--- src/rtl/byte_accumulator.sv ---
// Frame accumulator: sums a stream of unsigned bytes through the team's 8-bit
// ripple adder and hands off one (sum, count, wrap) result per frame.

module eight_bit_adder (
  input  logic [7:0] a,
  input  logic [7:0] b,
  output logic [7:0] sum
);

  logic [7:0] carry;

  always_comb begin
    carry = '0;
    for (int unsigned i = 0; i < 7; i++) begin
      carry[i+1] = (a[i] & b[i]) | (carry[i] & (a[i] ^ b[i]));
    end
  end

  assign sum = a ^ b ^ carry;

endmodule

module byte_accumulator #(
  parameter int MAX_OPS = 16,
  parameter int CW      = 5
) (
  input  logic          clk,
  input  logic          rst_n,
  input  logic          in_valid,
  output logic          in_ready,
  input  logic [7:0]    in_data,
  input  logic          in_last,
  input  logic          clr,
  output logic          out_valid,
  input  logic          out_ready,
  output logic [7:0]    out_sum,
  output logic [CW-1:0] out_count,
  output logic          out_ovf
);

  typedef enum logic {
    ACCUM = 1'b0,
    HOLD  = 1'b1
  } state_e;

  state_e        state_q, state_d;
  logic [7:0]    acc_q, acc_d;
  logic [CW-1:0] cnt_q, cnt_d;
  logic          ovf_q, ovf_d;
  logic [7:0]    out_sum_q, out_sum_d;
  logic [CW-1:0] out_count_q, out_count_d;
  logic          out_ovf_q, out_ovf_d;

  logic [7:0]    add_sum;
  logic [CW-1:0] cnt_inc;
  logic          wrap;

  eight_bit_adder u_adder (
    .a   (acc_q),
    .b   (in_data),
    .sum (add_sum)
  );

  // The adder exposes no carry-out; a mod-256 sum below the addend means it wrapped.
  assign wrap    = (add_sum < in_data);
  assign cnt_inc = cnt_q + CW'(1);

  always_comb begin
    state_d     = state_q;
    acc_d       = acc_q;
    cnt_d       = cnt_q;
    ovf_d       = ovf_q;
    out_sum_d   = out_sum_q;
    out_count_d = out_count_q;
    out_ovf_d   = out_ovf_q;
    case (state_q)
      ACCUM: begin
        if (clr) begin
          acc_d = '0;
          cnt_d = '0;
          ovf_d = 1'b0;
        end else if (in_valid) begin
          acc_d = add_sum;
          cnt_d = cnt_inc;
          ovf_d = ovf_q | wrap;
          if (in_last || (cnt_inc == CW'(MAX_OPS))) begin
            out_sum_d   = add_sum;
            out_count_d = cnt_inc;
            out_ovf_d   = ovf_q | wrap;
            state_d     = HOLD;
          end
        end
      end
      HOLD: begin
        if (out_ready) begin
          acc_d   = '0;
          cnt_d   = '0;
          ovf_d   = 1'b0;
          state_d = ACCUM;
        end
      end
      default: state_d = ACCUM;
    endcase
  end

  always_ff @(posedge clk or negedge rst_n) begin
    if (!rst_n) begin
      state_q     <= ACCUM;
      acc_q       <= '0;
      cnt_q       <= '0;
      ovf_q       <= 1'b0;
      out_sum_q   <= '0;
      out_count_q <= '0;
      out_ovf_q   <= 1'b0;
    end else begin
      state_q     <= state_d;
      acc_q       <= acc_d;
      cnt_q       <= cnt_d;
      ovf_q       <= ovf_d;
      out_sum_q   <= out_sum_d;
      out_count_q <= out_count_d;
      out_ovf_q   <= out_ovf_d;
    end
  end

  assign in_ready  = (state_q == ACCUM);
  assign out_valid = (state_q == HOLD);
  assign out_sum   = out_sum_q;
  assign out_count = out_count_q;
  assign out_ovf   = out_ovf_q;

endmodule

--- config.mk ---
export PLATFORM = sky130hd
export DESIGN_NAME = byte_accumulator
export DESIGN_NICKNAME = d
export VERILOG_FILES = /design/src/rtl/byte_accumulator.sv
export SDC_FILE = /design/constraint.sdc
export NUM_CORES = 1
export LEC_CHECK = 0
export ABC_AREA = 1
export CAP_MARGIN = 20
export CORE_MARGIN = 4
export CORE_UTILIZATION = 40
export DETAILED_ROUTE_END_ITERATION = 10
export PLACE_DENSITY = 0.69
export SLEW_MARGIN = 25
export SYNTH_ARGS = -nofsm -noshare
export SYNTH_HDL_FRONTEND = slang
export SYNTH_SLANG_ARGS = --single-unit
--- constraint.sdc ---
create_clock -name clk -period 4.2 [get_ports clk]
set_clock_uncertainty 0.15 [all_clocks]
set_input_delay 0.63 -clock clk [delete_from_list [all_inputs] [get_ports clk]]
set_output_delay 0.63 -clock clk [all_outputs]
set_load 0.05 [all_outputs]
# Word-level counts from Yosys, hierarchy flattened
# Cells that the tools add are included.
# totals
register_bits	29
# classes
n_addsub	1
n_eq_ne	3
n_mux	17
bitwise	30
reduce_logical	3
n_lt_le_gt_ge	1
# op_table
op	n
8-bit 2-to-1 mux	3
8-bit one-hot mux with 2 select lines	1
8-bit XOR	2
5-bit 2-to-1 mux	3
1-bit AND	13
5-bit one-hot mux with 2 select lines	1
8-bit < comparator	1
1-bit 2-to-1 mux	7
1-bit bitwise OR	7
1-bit XOR	6
5-bit by 1-bit adder with 5-bit output, second input constant	1
5-bit == test, second input constant	1
1-bit one-hot mux with 2 select lines	2
4-bit AND reduction	1
3-bit by 2-bit != test with 1-bit output, second input constant	1
2-bit != test, second input constant	1
1-bit NOT	2
2-bit AND reduction	1
1-bit logical OR	1

# Logic depth before layout (Yosys ltp)
# logic_depth
depth_word	19
mapped_depth	19
depth_no_buf	19

# Cells and area by module
# Synthesis repeated with hierarchy kept, for this count alone.
# unflattened
cells_unflattened	201
area_unflattened_um2	1667.8
# modules_own_cells
module	cells_per_inst	seq_area_each_um2	instances	area_per_inst_um2
byte_accumulator	180	725.7	1	1478.9
eight_bit_adder	21	0.0	1	188.9

# Worst setup path after synthesis
# Ideal clock, no wire load.
# synth_path
kind	input -> register
start	in in_data[0]
end	reg ovf_q
t_arrival_ns	3.942
setup_ns	0.064
cell_stages	17
setup_slack_ns	0.043
cell_sequence	ha_1 > inv_1 > fa_1 > fa_1 > fa_1 > inv_1 > fa_1 > inv_1 > fa_1 > fa_1 > xor2_1 > ha_1 > a21o_1 > nor2_1 > nand2_1 > nand2_1 > o21a_1
# synth_between
elab_chain_len	19
word_cells_on_any_way	20
cone_classes	1 x order compare; 3 x mux; 16 x bitwise
# synth_lines
element	line_no	rtl
start, declared	31	input logic [7:0] in_data,
1-bit AND (2 in series)	15	carry[i+1] = (a[i] & b[i]) | (carry[i] & (a[i] ^ b[i]));
1-bit bitwise OR	15	
1-bit AND	15	
1-bit bitwise OR	15	
1-bit AND	15	
1-bit bitwise OR	15	
1-bit AND	15	
1-bit bitwise OR	15	
(+3 left out)	-	
1-bit bitwise OR	15	
8-bit XOR	19	assign sum = a ^ b ^ carry;
net add_sum[7]	54	logic [7:0] add_sum;
8-bit < comparator	65	assign wrap = (add_sum < in_data);
1-bit bitwise OR	85	ovf_d = ovf_q | wrap;
1-bit 2-to-1 mux	82	end else if (in_valid) begin
1-bit 2-to-1 mux	78	if (clr) begin
1-bit one-hot mux with 2 select lines	76	case (state_q)
end signal, assigned	119	ovf_q <= ovf_d;
end, declared	49	logic ovf_q, ovf_d;
# The timed path passes the listed nets, and every way through them passes these cells. The select of a mux whose other input is x is not followed.
# A chain may end at the register's enable or synchronous reset.

# Worst setup path in the final report
# layout_path
start	in in_data[0]
end	reg out_ovf_q, in the netlist out_ovf
# layout_between
word_cells_on_any_way	17
cone_classes	1 x order compare; 16 x bitwise
# layout_rtl
element	line_no	rtl
1-bit AND (2 in series)	15	
1-bit bitwise OR	15	
1-bit AND	15	
1-bit bitwise OR	15	
1-bit AND	15	
1-bit bitwise OR	15	
1-bit AND	15	
1-bit bitwise OR	15	
1-bit AND	15	
1-bit bitwise OR	15	
8-bit XOR	19	
net add_sum[6]	54	
8-bit < comparator	65	
1-bit bitwise OR	89	out_ovf_d = ovf_q | wrap;
end signal, assigned	122	out_ovf_q <= out_ovf_d;
end, declared	52	logic out_ovf_q, out_ovf_d;
# The timed path passes the listed nets, and every way through them passes these cells.

==> qor.yml <==
outcome:
  status: "complete, no violations"
sta:
  setup_viol: 0
  final_max_slew_viol_count: 0
  period_minus_slack_ps: 4066
  final.period_utilization_pct: 96.82
  max-slew-margin-rel_pct: 66.04
  tightest_slew_ps: 507.7
  rsz0062_at_grt: "no"
  fmax_mhz: 245.9
  hold_viol: 0
  layout_setup_ws_ps: 133.6
die:
  core_mm2: 0.004000
  initial_core_util_pct: 41.23
  pin_count: 30
  fp.dieW_um: 72.21
  die_h_um: 72.21
  rows: 23
  dieArea_mm2: 0.005214
worst_setup_path:
  worstPathMaxFanout: 2
  crit_type: "input pin to register"
  cpMaxStageDelayCell: "fa_2"
  cp_cell_sequence: "dlygate4sd2_1 -> ha_2 -> inv_2 -> fa_2 -> fa_2 -> fa_2 -> inv_2 -> fa_2 -> inv_2 -> fa_2 -> fa_2 -> inv_2 -> ha_4 -> nand2_2 -> nor2_1 -> nand2_1 -> nand2_1 -> nand2_2 -> nand2_2 -> nand2_1"
  cp.arrival_ps: 4100
  startpoint_type: "input pin"
  rr_worst_depth: 19
  cp_common_cell: "fa_2"
  worst_path_largest_cell_delay_ps: 550
  cp_data_required_time_ps: 4230
  cp-end-kind: "register"
logic_synthesis:
  yosys.area_share.simple_pct: 24.13
  yosysSeqAreaShare_pct: 44.01
  synth_area_mm2: 0.001649
  avgSynthCellArea_um2: 9.213
  syn-num-nets: 208
  synth_compound_area_share_pct: 6.677
  synth_top_area_share_pct: 44.01
  synth_seq_cells: 29
  synth_top_family_by_area: "simple AND/OR/NAND/NOR gates"
  synthMuxAreaShare_pct: 0
  synthAdderAreaFrac_pct: 14.11
  ys_warn_count: 0
  yosys.area_share.xor_xnor_pct: 1.062
  synth_area_leader_cell: "dfrtp_1"
  yosysUniqueCellTypes: 25
  syn_inst: 179
  ys_top_cells_by_area: "dfrtp_1 44%, nand2_1 8.2%, fa_1 7.3%, inv_1 7.3%, ha_1 6.8%"
clock_network:
  cts.sinks: 29
  cts_hold_buffers: 0
  clock-root-buffer: "clkbuf_8"
  cts_max_level: 2
  cts_tree: "yes"
  clk_latency_ps: 280
  cts_buffers: 5
  cts.clk_slew.worst_paths_ps: 60
  cts_max_path_buffers: 2
global_route:
  grt_pass1_vias: 1356
  grt-ovfl-total: 0
  grt_pass1_wl_um: 6320
  antenna_found_initial: 0
  grt_max_degree: 30
  grt.total_usage_pct: 15.80
layout:
  drive_gt1_share_pct: 22.58
  mostFrequentLayoutCell: "nand2_1"
  syn2layout_area_growth_pct: 30.35
  antennaDiodeCount: 0
  final_util_pct: 53.74
  mostFrequentLayoutCells: "34 x nand2_1, 29 x dfrtp_1, 27 x inv_1, 27 x clkdlybuf4s50_1, 18 x nand3_1"
  nets: 246
routing:
  drc: 0
  first_pass_iters: 4
  drt_iter0_drc: 37
  routed-via-count: 1319
  vias_per_cell: 4.940
  wire_per_inst_um: 14.09
  routed_wl_um: 3762
  ant_nets: 0
run:
  maxCapViolations: 0
placement:
  io_buffers: 29
  dp_hpwl_um: 2597
  dp_slack_ps: -561.2
  globalplace.congestion: 0.8045
min_path:
  worstHoldPathCells: 2
  hp-class: "register to register"
pwr:
  ir_worst_vdd_mv: 0.2262
  leakagePower_nw: 1.072
  power_density_mw_per_mm2: 478.9
## logic make-up (layout without fill, tap and decap cells)
group	Yosys count	after routing
AO/OA/AOI/OAI	17	17
flip-flops	29	29
AND/OR/NAND/NOR	79	79
adder cells (fa/ha/maj)	15	15
buffers and inverters	37	75
XOR/XNOR	2	2
## stage by stage
stage | TNS [ps] | cells | hold slack [ps] | power (mW) | cell area (µm²)
floorplan | 0 | 179 | 184.4 | 0.6213 | 1649
global placement | -920.8 | 259 | 337.7 | 0.7554 | 1999
detailed placement | -1141 | 259 | 342.7 | 0.7648 | 1999
CTS | 0 | 267 | 356.5 | 1.021 | 2130
global route | 0 | 267 | 381.6 | 1.088 | 2150
finish | 0 | 267 | 346.6 | 1.030 | 2150
## cell type report
cell class,count,area [µm²]
timing repair buffer,35,332.8
clock buffer,7,86.33
multi-input combinational,113,817.0
fill,372,1851
sequential,29,725.7
inverter,33,125.1
tap,50,62.56
## what timing repair did
action	4_1_cts	5_1_grt
gates resized for setup	18	2
hold endpoints to repair	0	0
setup endpoints to repair	2	2
pin swaps	11	3
buffers inserted	1	0
## sequential cells by signal (all words and copies together), names as in the netlist
signal and cells:
out_ovf 1, cnt_q 5, out_sum 8, out_valid 1, acc_q 8, ovf_q 1
out_count 5
## worst max-delay path, delay by kind of cell
kind                       cells  cell delay [ps]
adders and majority gates      8             2620
buffers and inverters          5              400
and+or+nand+nor                7              450
## layer usage
layer	vias up	global-route usage (%)	share of wire, %
met4	0	6.681	2.3
met5	-	0	0
met3	10	3.601	3.0
met1	650	19.16	44
li1	635	-	-
met2	24	26.90	51
## cells in the mapped netlist (all sizes together)
cell type	n
o21a	1
nand3b	1
xnor2	1
fa	6
o21ai	2
ha	9
clkinv	1
a21oi	3
a22o	3
o22ai	7
xor2	1
buf	4
nand2	51
a21o	1
inv	32
nand4	2
nor2	7
dfrtp	29
nand3	18
## final timing paths
path,start,endpoint,slack (ps)
setup / recovery,in_data[0],out_ovf$_DFFE_PN0P_,130
hold / removal,out_count[3]$_DFFE_PN0P_,out_count[3]$_DFFE_PN0P_,350
setup reg to reg,acc_q[0]$_DFFE_PN0P_,out_ovf$_DFFE_PN0P_,280
hold reg to reg,out_count[3]$_DFFE_PN0P_,out_count[3]$_DFFE_PN0P_,350
max in group asynchronous,rst_n,out_count[1]$_DFFE_PN0P_,3040
min in group asynchronous,rst_n,cnt_q[2]$_DFFE_PN0P_,580
## power breakdown
part / internal (mW) / total [mW] / switching (mW)
logic: 0.172 / 0.441 / 0.269
registers: 0.327 / 0.353 / 0.0262
clock network: 0.130 / 0.236 / 0.106
Power figures use the tool's default switching activity.
